File: src/rtl/mips32_prog_loader.sv
// Program loader for a MIPS32 core: packs a big-endian byte stream into 32-bit
// instruction words, writes them to instruction memory, then releases the CPU.
module mips32_prog_loader #(
  parameter int ADDR_W    = 10,
  parameter int MAX_WORDS = 1024
) (
  input  logic              clk1,
  input  logic              rst,
  input  logic              load_start,
  input  logic              in_valid,
  input  logic [7:0]        in_byte,
  output logic              in_ready,
  output logic              mem_we,
  output logic [ADDR_W-1:0] mem_addr,
  output logic [31:0]       mem_wdata,
  output logic              cpu_hold,
  output logic              cpu_start,
  output logic [ADDR_W:0]   word_count,
  output logic              err_overflow
);
  localparam logic [31:0]       HLT_WORD  = 32'hfc000000;
  localparam logic [ADDR_W-1:0] LAST_ADDR = ADDR_W'(MAX_WORDS - 1);
  localparam logic [ADDR_W-1:0] ADDR_ONE  = ADDR_W'(1);
  localparam logic [ADDR_W:0]   CNT_ONE   = (ADDR_W + 1)'(1);

  typedef enum logic [1:0] {IDLE, COLLECT, WRITE, DONE} state_t;

  state_t            state_q, state_d;
  logic [1:0]        byte_cnt_q, byte_cnt_d;
  logic [31:0]       word_q, word_d;
  logic              in_ready_q, in_ready_d;
  logic              mem_we_q, mem_we_d;
  logic [ADDR_W-1:0] mem_addr_q, mem_addr_d;
  logic [31:0]       mem_wdata_q, mem_wdata_d;
  logic              cpu_hold_q, cpu_hold_d;
  logic              cpu_start_q, cpu_start_d;
  logic [ADDR_W:0]   word_count_q, word_count_d;
  logic              err_overflow_q, err_overflow_d;

  always_comb begin
    state_d        = state_q;
    byte_cnt_d     = byte_cnt_q;
    word_d         = word_q;
    in_ready_d     = in_ready_q;
    mem_we_d       = 1'b0;
    mem_addr_d     = mem_addr_q;
    mem_wdata_d    = mem_wdata_q;
    cpu_hold_d     = cpu_hold_q;
    cpu_start_d    = 1'b0;
    word_count_d   = word_count_q;
    err_overflow_d = err_overflow_q;

    unique case (state_q)
      IDLE: begin
        if (load_start) begin
          state_d        = COLLECT;
          in_ready_d     = 1'b1;
          cpu_hold_d     = 1'b1;
          mem_addr_d     = '0;
          byte_cnt_d     = '0;
          word_count_d   = '0;
          err_overflow_d = 1'b0;
        end
      end
      COLLECT: begin
        if (in_valid && in_ready_q) begin
          word_d     = {word_q[23:0], in_byte};
          byte_cnt_d = byte_cnt_q + 2'd1;
          // Outputs are registered, so the write strobe is launched together
          // with the 4th byte to land in the very next cycle.
          if (byte_cnt_q == 2'd3) begin
            state_d      = WRITE;
            in_ready_d   = 1'b0;
            mem_we_d     = 1'b1;
            mem_wdata_d  = word_d;
            word_count_d = word_count_q + CNT_ONE;
          end
        end
      end
      WRITE: begin
        // HLT wins over the overflow check on the final slot.
        if (mem_wdata_q == HLT_WORD) begin
          state_d     = DONE;
          cpu_start_d = 1'b1;
          cpu_hold_d  = 1'b0;
        end else if (mem_addr_q == LAST_ADDR) begin
          state_d        = DONE;
          cpu_start_d    = 1'b1;
          cpu_hold_d     = 1'b0;
          err_overflow_d = 1'b1;
        end else begin
          state_d    = COLLECT;
          mem_addr_d = mem_addr_q + ADDR_ONE;
          in_ready_d = 1'b1;
        end
      end
      DONE: begin
        state_d = IDLE;
      end
      default: begin
        state_d = IDLE;
      end
    endcase
  end

  always_ff @(posedge clk1) begin
    if (rst) begin
      state_q        <= IDLE;
      byte_cnt_q     <= '0;
      word_q         <= '0;
      in_ready_q     <= 1'b0;
      mem_we_q       <= 1'b0;
      mem_addr_q     <= '0;
      mem_wdata_q    <= '0;
      cpu_hold_q     <= 1'b0;
      cpu_start_q    <= 1'b0;
      word_count_q   <= '0;
      err_overflow_q <= 1'b0;
    end else begin
      state_q        <= state_d;
      byte_cnt_q     <= byte_cnt_d;
      word_q         <= word_d;
      in_ready_q     <= in_ready_d;
      mem_we_q       <= mem_we_d;
      mem_addr_q     <= mem_addr_d;
      mem_wdata_q    <= mem_wdata_d;
      cpu_hold_q     <= cpu_hold_d;
      cpu_start_q    <= cpu_start_d;
      word_count_q   <= word_count_d;
      err_overflow_q <= err_overflow_d;
    end
  end

  assign in_ready     = in_ready_q;
  assign mem_we       = mem_we_q;
  assign mem_addr     = mem_addr_q;
  assign mem_wdata    = mem_wdata_q;
  assign cpu_hold     = cpu_hold_q;
  assign cpu_start    = cpu_start_q;
  assign word_count   = word_count_q;
  assign err_overflow = err_overflow_q;

endmodule

File: config.mk
export PLATFORM = sky130hd
export DESIGN_NAME = mips32_prog_loader
export DESIGN_NICKNAME = d
export VERILOG_FILES = /design/src/rtl/mips32_prog_loader.sv
export SDC_FILE = /design/constraint.sdc
export NUM_CORES = 1
export LEC_CHECK = 0
export BUFFER_PORTS_ARGS = -buffer_cell sky130_fd_sc_hd__buf_2
export CAP_MARGIN = 20
export CORE_MARGIN = 2
export CORE_UTILIZATION = 50
export CTS_CLUSTER_SIZE = 25
export DETAILED_ROUTE_END_ITERATION = 10
export GPL_TIMING_DRIVEN = 0
export PLACE_DENSITY = 0.74
export SKIP_LAST_GASP = 1
export SYNTH_ARGS = -nofsm -noshare
export SYNTH_HDL_FRONTEND = slang
export SYNTH_SLANG_ARGS = --single-unit
File: constraint.sdc
create_clock -name clk1 -period 2.7 [get_ports clk1]
set_clock_uncertainty 0.2 [all_clocks]
set_input_delay 0.405 -clock clk1 [delete_from_list [all_inputs] [get_ports clk1]]
set_output_delay 0.405 -clock clk1 [all_outputs]
set_load 0.02 [all_outputs]
==> results of run 1 <==
-- how the worst max path moves through the flow --
stage / end / slack, ns / cells past startpoint
after global routing: mem_addr[4]$_SDFFE_PP0P_ / 0.21 / 6
after detailed placement: mem_addr[4]$_SDFFE_PP0P_ / 0.46 / 6
final: mem_addr[2]$_SDFFE_PP0P_ / 0.45 / 6
after global placement: mem_addr[4]$_SDFFE_PP0P_ / 0.41 / 6
after floorplan: mem_addr[3]$_SDFFE_PP0P_ / 0.71 / 6
after CTS: mem_addr[4]$_SDFFE_PP0P_ / 0.43 / 6
-- sequential cells by signal (all words and copies together) (netlist names) --
signal        flops
mem_wdata        32
mem_we            1
state_q           2
cpu_start         1
byte_cnt_q        2
word_count       11
cpu_hold          1
in_ready          1
mem_addr         10
err_overflow      1
word_q           24
-- stage by stage --
step	setup WS (ns)	power, mW	util (%)	instances	instance area, um2
after floorplan	0.7085	1.362	-	427	3442
after global placement	0.4080	1.393	57.78	575	3882
after detailed placement	0.4629	1.394	57.78	575	3882
after CTS	0.4347	2.301	60.86	591	4089
after global routing	0.2057	2.379	60.86	591	4089
final	0.4526	2.287	60.86	591	4089
-- cell usage in the layout (no fill, tap or decap), types with 7 or more instances in the layout --
cell type	synthesis	routed
nor2_1	22	22
nand4_1	8	8
a21oi_1	70	70
dfxtp_1	86	86
clkbuf_1	18	18
xor2_1	7	7
nand2_1	123	123
clkbuf_8	0	9
o21ai_0	8	8
buf_2	6	74
-- worst max-delay path, stage by stage (launching register included) --
cell and delay, ns:
dfxtp_1 0.38, nor4bb_1 0.46, nand4_1 0.21, o31ai_2 0.46
buf_4 0.26, o21ai_1 0.08, a21oi_1 0.12
-- routing by layer --
metal	global-route usage (%)	vias to the layer above	wire, um
met2	37.06	91	3830
li1	-	1613	-
met1	31.29	1439	3975
met5	0	-	0
met3	3.602	19	325
met4	7.386	0	186
-- synthesized netlist by cell type --
master and number:
a21o_1 1, and4b_1 2, or2_2 1, and2_1 4, dfxtp_1 86, nand2_1 123, xor2_1 7, a31oi_1 5
nor3b_1 1, a211oi_1 1, or3b_4 1, nor4_1 6, o21ai_1 3, ha_1 3, or2_1 1, nor3_1 1
nor3_2 1, nor2b_1 6, o21ai_0 8, or4_1 3, o41ai_1 2, nor2_1 22, nor4b_2 1, and4_1 4
nand3_4 1, clkbuf_1 18, nor4bb_1 1, nand3_1 6, o31ai_2 1, buf_2 6, o21bai_1 1, nand4_1 8
nand2b_1 4, inv_1 4, o21ai_4 1, buf_4 1, and3_1 6, a21oi_1 70, mux2_2 1, or3_1 5
-- logic make-up after synthesis --
logic type / share of synthesized area (%)
and+or+nand+nor: 28.61
muxes: 0.3271
xor gates and xnor gates: 1.781
buffers and inverters: 3.489
AOI/OAI and AO/OA: 14.69
DFF: 50.02
adders and majority gates: 1.091
-- power groups by stage --
stage	Combinational, mW	Clock (mW)	Sequential, mW
2_1_floorplan	0.0506	0	1.31
3_3_place_gp	0.0834	0	1.31
3_5_place_dp	0.0835	0	1.31
4_1_cts	0.0844	0.936	1.28
5_1_grt	0.0940	1.00	1.28
6_report	0.0849	0.921	1.28
-- final cells by class --
type                    instances  area (um2)  area share [%]
plain buffers                  25       105.1           2.570
clock inverters                 7       82.58           2.020
inverters                       4       15.01          0.3672
repair buffers                 68       340.3           8.323
multi-input cells             312        1600           39.14
well taps                      80       100.1           2.448
clock buffers                   9       123.9           3.029
flip-flops and latches         86        1722           42.11
==> results.md, run 1 <==
- The endpoint of the worst hold path is mem_wdata[4]$_SDFFE_PP0P_.
- The internal portion of the total power is roughly 1.7 mW.
- The total half-perimeter wirelength after legalization and detailed placement is approximately 6000 um.
- When the netlist entered floorplanning its net count stood at 442.
- For this design the top-level I/O count stands at 70.
- The number of different library cells in the post-synthesis netlist is 40.
- The endpoint identified for the worst register-to-register timing path is mem_addr[2]$_SDFFE_PP0P_.
- The net switching power figure is between 0.5 and 0.6 mW.
- The number of warnings reported in the yosys synthesis log is 0.
- The count of final max-slew check failures is 0.
- The synthesized design devotes to its leading area cell type approximately 50% of total area.
- The number of synthesized register bits is 86.
- At the worst endpoint, the required time is 2.78 ns.
- The path category of the worst min-delay check is input port to flop.
- TritonCTS built the clock tree.
- In this run the remaining antenna-violating nets after routing total 0.
- Setup violations remaining at the end of the flow were counted as 0.
- The share of total power consumed by net switching is between 20% and 30%.
- Synthesis produced a netlist whose cell count is 427.
- The mean post-synth cell area is 8.061 um2.
- Clock tree synthesis inserted a total of 9 buffers.
- Global routing finished with a remaining overflow of 0.
- In the post-synthesis netlist, the biggest area contributors are dfxtp_1, nand2_1, a21oi_1.
- The area of the core region is 0.006719 mm2.
- The area growth from synthesis to layout is 18.79%.
- Sequential cells burn 56.0% of the power.
- The post-synthesis cell area is 0.003442 mm2.
- The worst setup path is of the flop to flop kind.
- The depth of the most critical reg-to-reg path is 6.
- Routability-driven placement finished with a final weighted congestion of slightly above 0.8.
- The clock slew seen by the registers of the worst setup and hold paths is around 0.090 ns.
- The count of endpoints failing hold in the final timing report is 0.
- The leakage power figure is about 1.6 nW.
- The final critical delay including setup and external delays is between 2 and 2.5 ns.
- The share of the Yosys chip area taken by registers is 50.02%.
- The flow ran to the end, and the final reports show no timing, DRC or antenna violations.
- The biggest area consumer among synthesized cells is dfxtp_1.
- Dividing the detail-routed wire length by the instance count gives 14.07 um.
- The clock latency at the later pin of the worst-skew pair is roughly 0.35 ns.
- In the final layout, the share of cells above drive strength 1 is 19.37%.
- The worst slew margin relative to its limit is between 50% and 60%.
- In this run the most critical hold path is launched from in_byte[4].
- For this run, the total global-route usage over all layers was measured as approximately 23%.
- Setup repair after global routing left no endpoint under its margin.
- In the routed design, unresolved DRC markers number 0.
- The post-cts hold buffer count is 0.
- The total wire length is a little over 8000 um.
- The clock drives 86 sinks.
- The number of I/O port buffers is 68.
- The number of antenna repair diodes is 0.
- The clock network accounts for between 40% and 50% of the total power.
- Based on the critical path, the design can be clocked at up to 0.4449 GHz.
- Once the clock tree was built, the resizer swapped 0 gates to a different size.
- The critical path starts at mem_wdata[29]$_SDFFE_PP0P_.
- The first-pass GRT wire length is roughly 14000 um.
- The initial antenna violation count is 0.
- The combinational power share is 3.7%.
- Dividing the detail-routed via count by the number of cells gives 5.350.
- The reg2reg setup slack is between 0.4 and 0.5 ns.
- The worst hold-check slack is between 0.1 and 0.15 ns.
- The number of vias in the routed layout is ~3200.
- Before antenna repair, the detailed router went through 4 iterations.
- Once the floorplan was initialized, standard cells occupied about half of the core.
- The launch point of the worst reg-to-reg path is mem_wdata[29]$_SDFFE_PP0P_.
- The via count of the first global-routing pass is approximately 2900.
- For the worst setup path, the data arrival time is about 2.3 ns.
- Power spread over the standard cell area amounts to ~560 mW/mm2.
- The detailed router finished its first iteration with approximately 120 violations.
- The total number of nets in the final design is about 520.
- The total of max-cap violations is 0.
- At the pin with the least slew margin, the transition time is approximately 0.62 ns.
- The number of filler cells placed in the layout is 609.
- In this run the number of H-tree levels came out at 3.
- The number of cells on the worst hold path is 3.
- The die is ~87 um wide.
- The floorplan step defined a die boundary enclosing between 0.007 and 0.008 mm2.
- The y dimension of the die is just under 90 um.
- In the final timing run, aggregate negative setup slack is 0 ns.
- The worst setup path is launched from a flop.
- Entering global routing, the biggest net connects 17 pins.
- The worst setup path is captured at a flop.
- The number of rows created at floorplan is 30.
- In this run the clock root is driven by a clkbuf_8.
- Counting along the longest clock path gives a buffer depth of 2.
- In this run the post-CTS setup repair buffer count came out at 0.
- Along the worst path, the maximum fanout reaches 10.
- VDD sags by at most a little over 400 uV.
- The worst path uses about 83% of the clock period.
Note: power is estimated with default switching activity, not from simulation.
==> inputs of run 2 (changes only) <==
--- a/config.mk
+++ b/config.mk
@@ -8,11 +8,11 @@
 export BUFFER_PORTS_ARGS = -buffer_cell sky130_fd_sc_hd__buf_2
 export CAP_MARGIN = 20
 export CORE_MARGIN = 2
-export CORE_UTILIZATION = 50
+export CORE_UTILIZATION = 49
 export CTS_CLUSTER_SIZE = 25
 export DETAILED_ROUTE_END_ITERATION = 10
 export GPL_TIMING_DRIVEN = 0
-export PLACE_DENSITY = 0.74
+export PLACE_DENSITY = 0.75
 export SKIP_LAST_GASP = 1
 export SYNTH_ARGS = -nofsm -noshare
 export SYNTH_HDL_FRONTEND = slang
==> constraint.sdc (replaced) <==
create_clock -name clk1 -period 1.9 [get_ports clk1]
set_clock_uncertainty 0.2 [all_clocks]
set_input_delay 0.285 -clock clk1 [delete_from_list [all_inputs] [get_ports clk1]]
set_output_delay 0.285 -clock clk1 [all_outputs]
set_load 0.02 [all_outputs]
==> run 2 against run 1 <==
Effect of this change: the run now ends with setup timing left; via count grew 1.8%; first-iteration DRC count grew 42%; clock power grew 18%; worst hold slack gained 0.029 ns; worst setup slack lost 0.52 ns; critical endpoint is now mem_addr[0]$_SDFFE_PP0P_; wire length grew 2.4%; sequential share of layout area shrank 2.4 points.
==> results.md, run 2 (synthesis gave the netlist of run 1 again) <==
- The flow ran to the end, but the final reports show violations.
- The checks that failed: setup timing.
- The number of antenna repair diodes is 0.
- Setup repair after global routing could not meet its margin everywhere.
- The initial detailed-routing violation count is between 150 and 200.
- The via count of the first global-routing pass is about 2900.
- The routed design could run at a clock period as short as 1.965 ns.
- In the routed design, unresolved DRC markers number 0.
- Counting every sink on the clock net gives 86.
- After floorplanning, the core was sized to cover between 0.006 and 0.007 mm2.
- The initial antenna violation count is 0.
- The total half-perimeter wirelength after legalization and detailed placement is approximately 6000 um.
- The pin count of the biggest net entering global routing is 14.
- The library cell used most frequently in the layout, excluding fill and tap cells, is nand2_1.
- The initial utilization of the core area, before any placement, comes to 50.66%.
- Of all nets on the critical path, the largest fanout is 7.
- In this run, CTS created clock tree buffers numbering 9.
- The overall routing resource usage is ~23%.
- The accumulated negative setup slack is -0.4075 ns.
- Dividing the final minimum period by the clock period gives 103.4%.
- The antenna violation net count after detailed routing is 0.
- The per-cell via count in the routed design is roughly 5.2.
- The tool flagged a number of max-cap violations equal to 0.
- The number of vias in the routed layout is 3220.
- For the worst setup path, the data required time is roughly 1.9 ns.
- Timing would allow up to between 0.5 and 0.6 GHz.
- The path type of the worst setup path is flop to flop.
- The last weighted congestion value of the routability-driven placer is between 0.8 and 0.9.
- Row generation in the floorplan step produced 30 rows.
- The first global-routing pass estimated ~14000 um of wire.
- The top cell types in the final layout, fill and taps aside, are nand2_1, dfxtp_1, buf_2.
- The nature of the critical path startpoint is a flop.
- The maximum resistive drop on vdd is about 440 uV.
- Data on the critical path arrives at its endpoint at between 1.5 and 2 ns.
- The first TritonRoute pass finished after 4 iterations.
- The TritonCTS clock tree is yes.
- The tree is rooted in a clkbuf_8.
- Counting along the longest clock path gives a buffer depth of 2.
- The count of final max-slew check failures is 0.
- The count of endpoints failing hold in the final timing report is 0.
- The worst slew margin relative to its limit is between 60% and 70%.
- The total chip power is approximately 3.1 mW.
- The count of buffers added on input and output ports is 68.
- The post-route netlist has 26.81% of its cells at a drive strength greater than 1.
- Summed over all layers, the global routing overflow is 0.
- The number of flip-flops in the largest register is 32.
- Final hold analysis gives a worst-case slack of 0.1349 ns.
- The number of ports placed on the die boundary is 70.
- The y dimension of the die is about 90 um.
- The path category of the worst min-delay check is input port to flop.
- The later pin in the worst-skew pair is clocked with a latency of roughly 0.35 ns.
- Setup slack on the critical path of the routed design comes to -0.06523 ns.
- Wires add up to around 8500 um.
- The number of cells in the finished layout apart from fillers is 622.
- The area growth from synthesis to layout is 26.64%.
- The area enclosed by the die boundary is just under 0.008 mm2.
- The worst setup path is captured at a flop.
- The level count of the clock H-tree is 3.
- The power per unit of standard cell area is ~700 mW/mm2.
- The clock slew seen by the registers of the worst setup and hold paths is around 0.08 ns.
- Setup violations remaining at the end of the flow were counted as 11.
- The net count of the finished layout is around 540.
- After filler insertion, the fill cell instance count of the layout stands at 576.
- At the pin with the least slew margin, the transition time is 0.5405 ns.
- The placed instance count is 591.
- The die is between 80 and 90 um wide.
- The routed length per instance is 13.70 um.
- The leakage power figure is about 1.7 nW.
==> run 2: changes by cell type in the layout (fill, tap and decap cells not counted), moves of 3 or more <==
| cell | delta |
|---|---|
| dfxtp_1 | -8 |
| nor4_1 | -3 |
| dfxtp_2 | +8 |
| clkbuf_1 | -4 |
| nor4_2 | +3 |
| clkinv_2 | +4 |
| dlygate4sd3_1 | +8 |
| buf_4 | +8 |
==> run 2: final cells by class <==
class | instances | area, um2 | area share (%)
flip-flops and latches | 86 | 1732 | 39.72
well taps | 96 | 120.1 | 2.755
repair buffers | 84 | 480.5 | 11.02
plain buffers | 25 | 117.6 | 2.698
clock buffers | 10 | 127.6 | 2.928
clock inverters | 5 | 27.53 | 0.6315
inverters | 4 | 15.01 | 0.3444
multi-input cells | 312 | 1739 | 39.90
==> run 2: metal layers <==
layer | up-vias | share of wire [%] | track usage (%)
met1 | 1497 | 47 | 30.68
met4 | 0 | 1.6 | 9.790
met2 | 70 | 48 | 37.19
met3 | 13 | 3.6 | 3.959
met5 | - | 0 | 0
li1 | 1640 | - | -
==> run 2: report_power, final <==
part | total [mW] | internal [mW] | switching, mW
clock network | 1.09 | 0.459 | 0.634
registers | 1.82 | 1.81 | 0.0113
logic | 0.152 | 0.0574 | 0.0949
total | 3.07 | 2.33 | 0.740
==> run 2: stage by stage <==
stage / utilization (%) / area, um2 / worst slack (ns)
final: 64.16 / 4359 / -0.06523
after floorplan: - / 3447 / 0.003696
after global routing: 64.16 / 4359 / -0.1644
after detailed placement: 57.51 / 3908 / -0.4595
after global placement: 57.51 / 3908 / -0.4192
after CTS: 63.15 / 4290 / -0.04385
==> run 2: worst paths after layout <==
path                                           startpoint                  endpoint  slack, ns  cells past startpoint
worst max-delay path            mem_wdata[0]$_SDFFE_PP0P_  mem_addr[0]$_SDFFE_PP0P_      -0.07                      6
worst min register to register    word_q[20]$_SDFFE_PP0P_   word_q[20]$_SDFFE_PP0P_       0.26                      2
worst min-delay path                           load_start   state_q[0]$_SDFFE_PP0P_       0.13                      3
worst max register to register  mem_wdata[0]$_SDFFE_PP0P_  mem_addr[0]$_SDFFE_PP0P_      -0.07                      6
==> run 2: critical path, cell delays in order (launching register included) <==
cell	delay [ns]
dfxtp_2	0.34
nor4bb_4	0.34
nand4_1	0.21
o31ai_4	0.40
buf_4	0.18
or3_1	0.10
a21oi_1	0.06
==> run 2: repair_timing <==
action | 4_1_cts | 5_1_grt
hold endpoints to repair | 14 | 0
gates cloned | 1 | 0
buffers inserted | 5 | 2
setup endpoints to repair | 46 | 66
hold buffers | 8 | 0
pin swaps | 14 | 10
gates resized for setup | 27 | 21
==> inputs of run 3 (changes only) <==
--- a/config.mk
+++ b/config.mk
@@ -9,6 +9,7 @@
 export CAP_MARGIN = 20
 export CORE_MARGIN = 2
 export CORE_UTILIZATION = 49
+export CTS_BUF_LIST = sky130_fd_sc_hd__clkbuf_4 sky130_fd_sc_hd__clkbuf_8 sky130_fd_sc_hd__clkbuf_16
 export CTS_CLUSTER_SIZE = 25
 export DETAILED_ROUTE_END_ITERATION = 10
 export GPL_TIMING_DRIVEN = 0
==> run 3 against run 2 <==
Effect of this change: the run still ends with setup timing left; highest routed layer unchanged; total power rose by 0.40%; critical path depth did not move; non-clock buffer count did not move; worst hold slack hardly changed; die area did not move; sequential cell count unchanged; combinational power hardly changed; global-route usage stayed put; register-to-register slack about the same.
==> results.md, run 3 (synthesis gave the netlist of run 1 again) <==
- The total of max-cap violations is 0.
- The critical path starts at mem_wdata[0]$_SDFFE_PP0P_.
- Relative to the synthesized area, the layout overhead comes to 26.75%.
- The clock slew seen by the registers of the worst setup and hold paths is approximately 0.080 ns.
- The via count of the first global-routing pass came to approximately 2900.
- The number of antenna diodes in the final layout is 0.
- The worst hold path belongs to the class input port to flop.
- Dividing the final minimum period by the clock period gives 103.6%.
- The fraction of power consumed by the clock network is a little over a third.
- The endpoint arrival time on the critical path is approximately 2 ns.
- The count of endpoints failing hold in the final timing report was 0.
- The worst path in the final design needs a cycle of around 2.0 ns, including I/O delays and setup.
- The number of I/O port buffers is 68.
- The total chip power is roughly 3.1 mW.
- The count of final max-slew check failures is 0.
- At the placement stage, the worst setup path has a slack of -0.4595 ns.
- The TritonCTS clock tree is yes.
- The combinational power share is about 5%.
- The final count of negative-setup-slack endpoints is 11.
- The checks that failed: setup timing.
- The reg2reg setup slack is -0.07 ns.
- The number of rows created at floorplan is 30.
- Counting every sink on the clock net gives 86.
- After the first detailed-routing iteration, the DRC count stood at ~180.
- Summed over all layers, the global routing overflow is 0.
- Once routing completed, OpenROAD measured the worst setup slack at -0.06870 ns.
- 70 I/O pins were placed.
- The worst setup path is of the flop to flop kind.
- The y dimension of the die is about 88 um.
- The per-cell via count in the routed design is ~5.2.
- The pin count of the biggest net entering global routing is 14.
- The run finished, with violations left.
- The detail route stage leaves a number of antenna-violating nets equal to 0.
- The worst-margin pin slew is between 0.5 and 0.6 ns.
- The maximum resistive drop on vdd is roughly 430 uV.
- The worst hold path was traced through 3 stages.
- The total wire length is between 8000 and 9000 um.
- The overall routing resource usage is between 20% and 30%.
- For the worst setup path, the data required time is roughly 1.9 ns.
- The number of flip-flops in the largest register is 32.
- The nature of the critical path startpoint is a flop.
- At the end of routability-driven placement, the weighted congestion stood at ~0.82.
- Buffers inserted during clock tree synthesis total 9.
- Of all nets on the critical path, the largest fanout is 7.
- The clock latency at the later pin of the worst-skew pair is 0.35 ns.
- In this run the tightest slew margin relative to its limit is around 64%.
- For this configuration, the core starts out at a cell density of between 50% and 60%.
- The depth of the most critical reg-to-reg path is 6.
- The total half-perimeter wirelength after legalization and detailed placement is about 6000 um.
- Leaving out fill and tap cells, the most frequent cells in the layout are nand2_1, dfxtp_1, buf_2.
- The commonest non-fill, non-tap cell in the layout is nand2_1.
- The share of total power consumed by net switching is between 20% and 30%.
- In this run the deepest clock path goes through 2 buffers.
- The internal power of the cells totals 2.341 mW.
- Power spread over the standard cell area amounts to 705.8 mW/mm2.
- The start point of the worst hold path is load_start.
- The first global-routing pass estimated ~14000 um of wire.
- The fraction of final layout cells sized beyond drive strength 1 is a little over a quarter.
- The floorplan step defined a die boundary enclosing approximately 0.0077 mm2.
- The clock tree synthesis step divided the H-tree into 3 levels.
- The number of search-and-repair iterations in the first detailed-routing pass is 4.
- In the routed design, unresolved DRC markers number 0.
- For this design the total switching power over the nets is 0.7387 mW.
- The upper clock frequency limit is roughly 0.51 GHz.
- The startpoint identified for the worst register-to-register timing path is mem_wdata[0]$_SDFFE_PP0P_.
- In this run the horizontal extent of the chip is 87.81 um.
- The initial antenna violation count was 0.
- At the end of the flow, the number of nets in the layout was approximately 540.
- Sequential cells burn 59.1% of the power.
- The number of vias in the routed layout is between 3000 and 4000.
- Clock tree synthesis selected as its root buffer the cell clkbuf_8.
- The worst setup path is captured at a flop.
- Setup repair after global routing could not meet its margin everywhere.
- For this design the static power due to leakage is 1.690 nW.
- The routed length per instance is between 10 and 15 um.
- The area of the core region is roughly 0.0068 mm2.
## run 3: cell counts in the layout (fill, tap and decap cells not counted)
No cell type changed its count.
## run 3: power by group through the flow
stage | clock [mW] | combinational, mW | sequential [mW]
6_report | 1.11 | 0.152 | 1.82
5_1_grt | 1.20 | 0.166 | 1.82
4_1_cts | 1.11 | 0.145 | 1.82
3_5_place_dp | 0 | 0.119 | 1.86
3_3_place_gp | 0 | 0.119 | 1.86
2_1_floorplan | 0 | 0.0720 | 1.86
## run 3: critical path: stages (launching register included)
cell      delay (ns)
dfxtp_2         0.34
nor4bb_4        0.34
nand4_1         0.21
o31ai_4         0.40
buf_4           0.18
or3_1           0.10
a21oi_1         0.06
## run 3: final cells by class
cell class                      count  area [um2]
Fill cell                         575        2431
Multi-Input combinational cell    312        1739
Sequential cell                    86        1732
Timing Repair Buffer               84       480.5
Clock buffer                       10       131.4
Tap cell                           96       120.1
Buffer                             25       117.6
Clock inverter                      5       27.53
Inverter                            4       15.01
## run 3: metrics by stage
stage / util (%) / setup TNS [ns] / area [um2] / hold slack (ns) / std cells
after floorplan: - / 0 / 3447 / 0.2210 / 427
after global placement: 57.51 / -9.715 / 3908 / 0.2432 / 591
after detailed placement: 57.51 / -10.66 / 3908 / 0.2465 / 591
after CTS: 63.20 / -0.2619 / 4294 / 0.1360 / 620
after global routing: 64.22 / -1.693 / 4363 / 0.1587 / 622
final: 64.22 / -0.4473 / 4363 / 0.1347 / 622
## run 3: final timing paths
check / end
worst min register to register: word_q[20]$_SDFFE_PP0P_
worst min-delay path: state_q[0]$_SDFFE_PP0P_
worst max register to register: mem_addr[0]$_SDFFE_PP0P_
worst max-delay path: mem_addr[0]$_SDFFE_PP0P_
## run 3: metal layers
| layer | track usage [%] | routed length (um) |
|---|---|---|
| met1 | 30.68 | 3997 |
| met2 | 37.19 | 4082 |
| met3 | 3.959 | 296 |
| met4 | 9.790 | 139 |
| met5 | 0 | 0 |
## run 3: timing repair
item                                   4_1_cts  5_1_grt
hold buffers                                 8        0
pin swaps                                   14       10
resized for setup                           27       21
buffers inserted                             5        2
setup endpoints to repair                   46       66
gates cloned                                 1        0
endpoints found under the hold margin       14        0
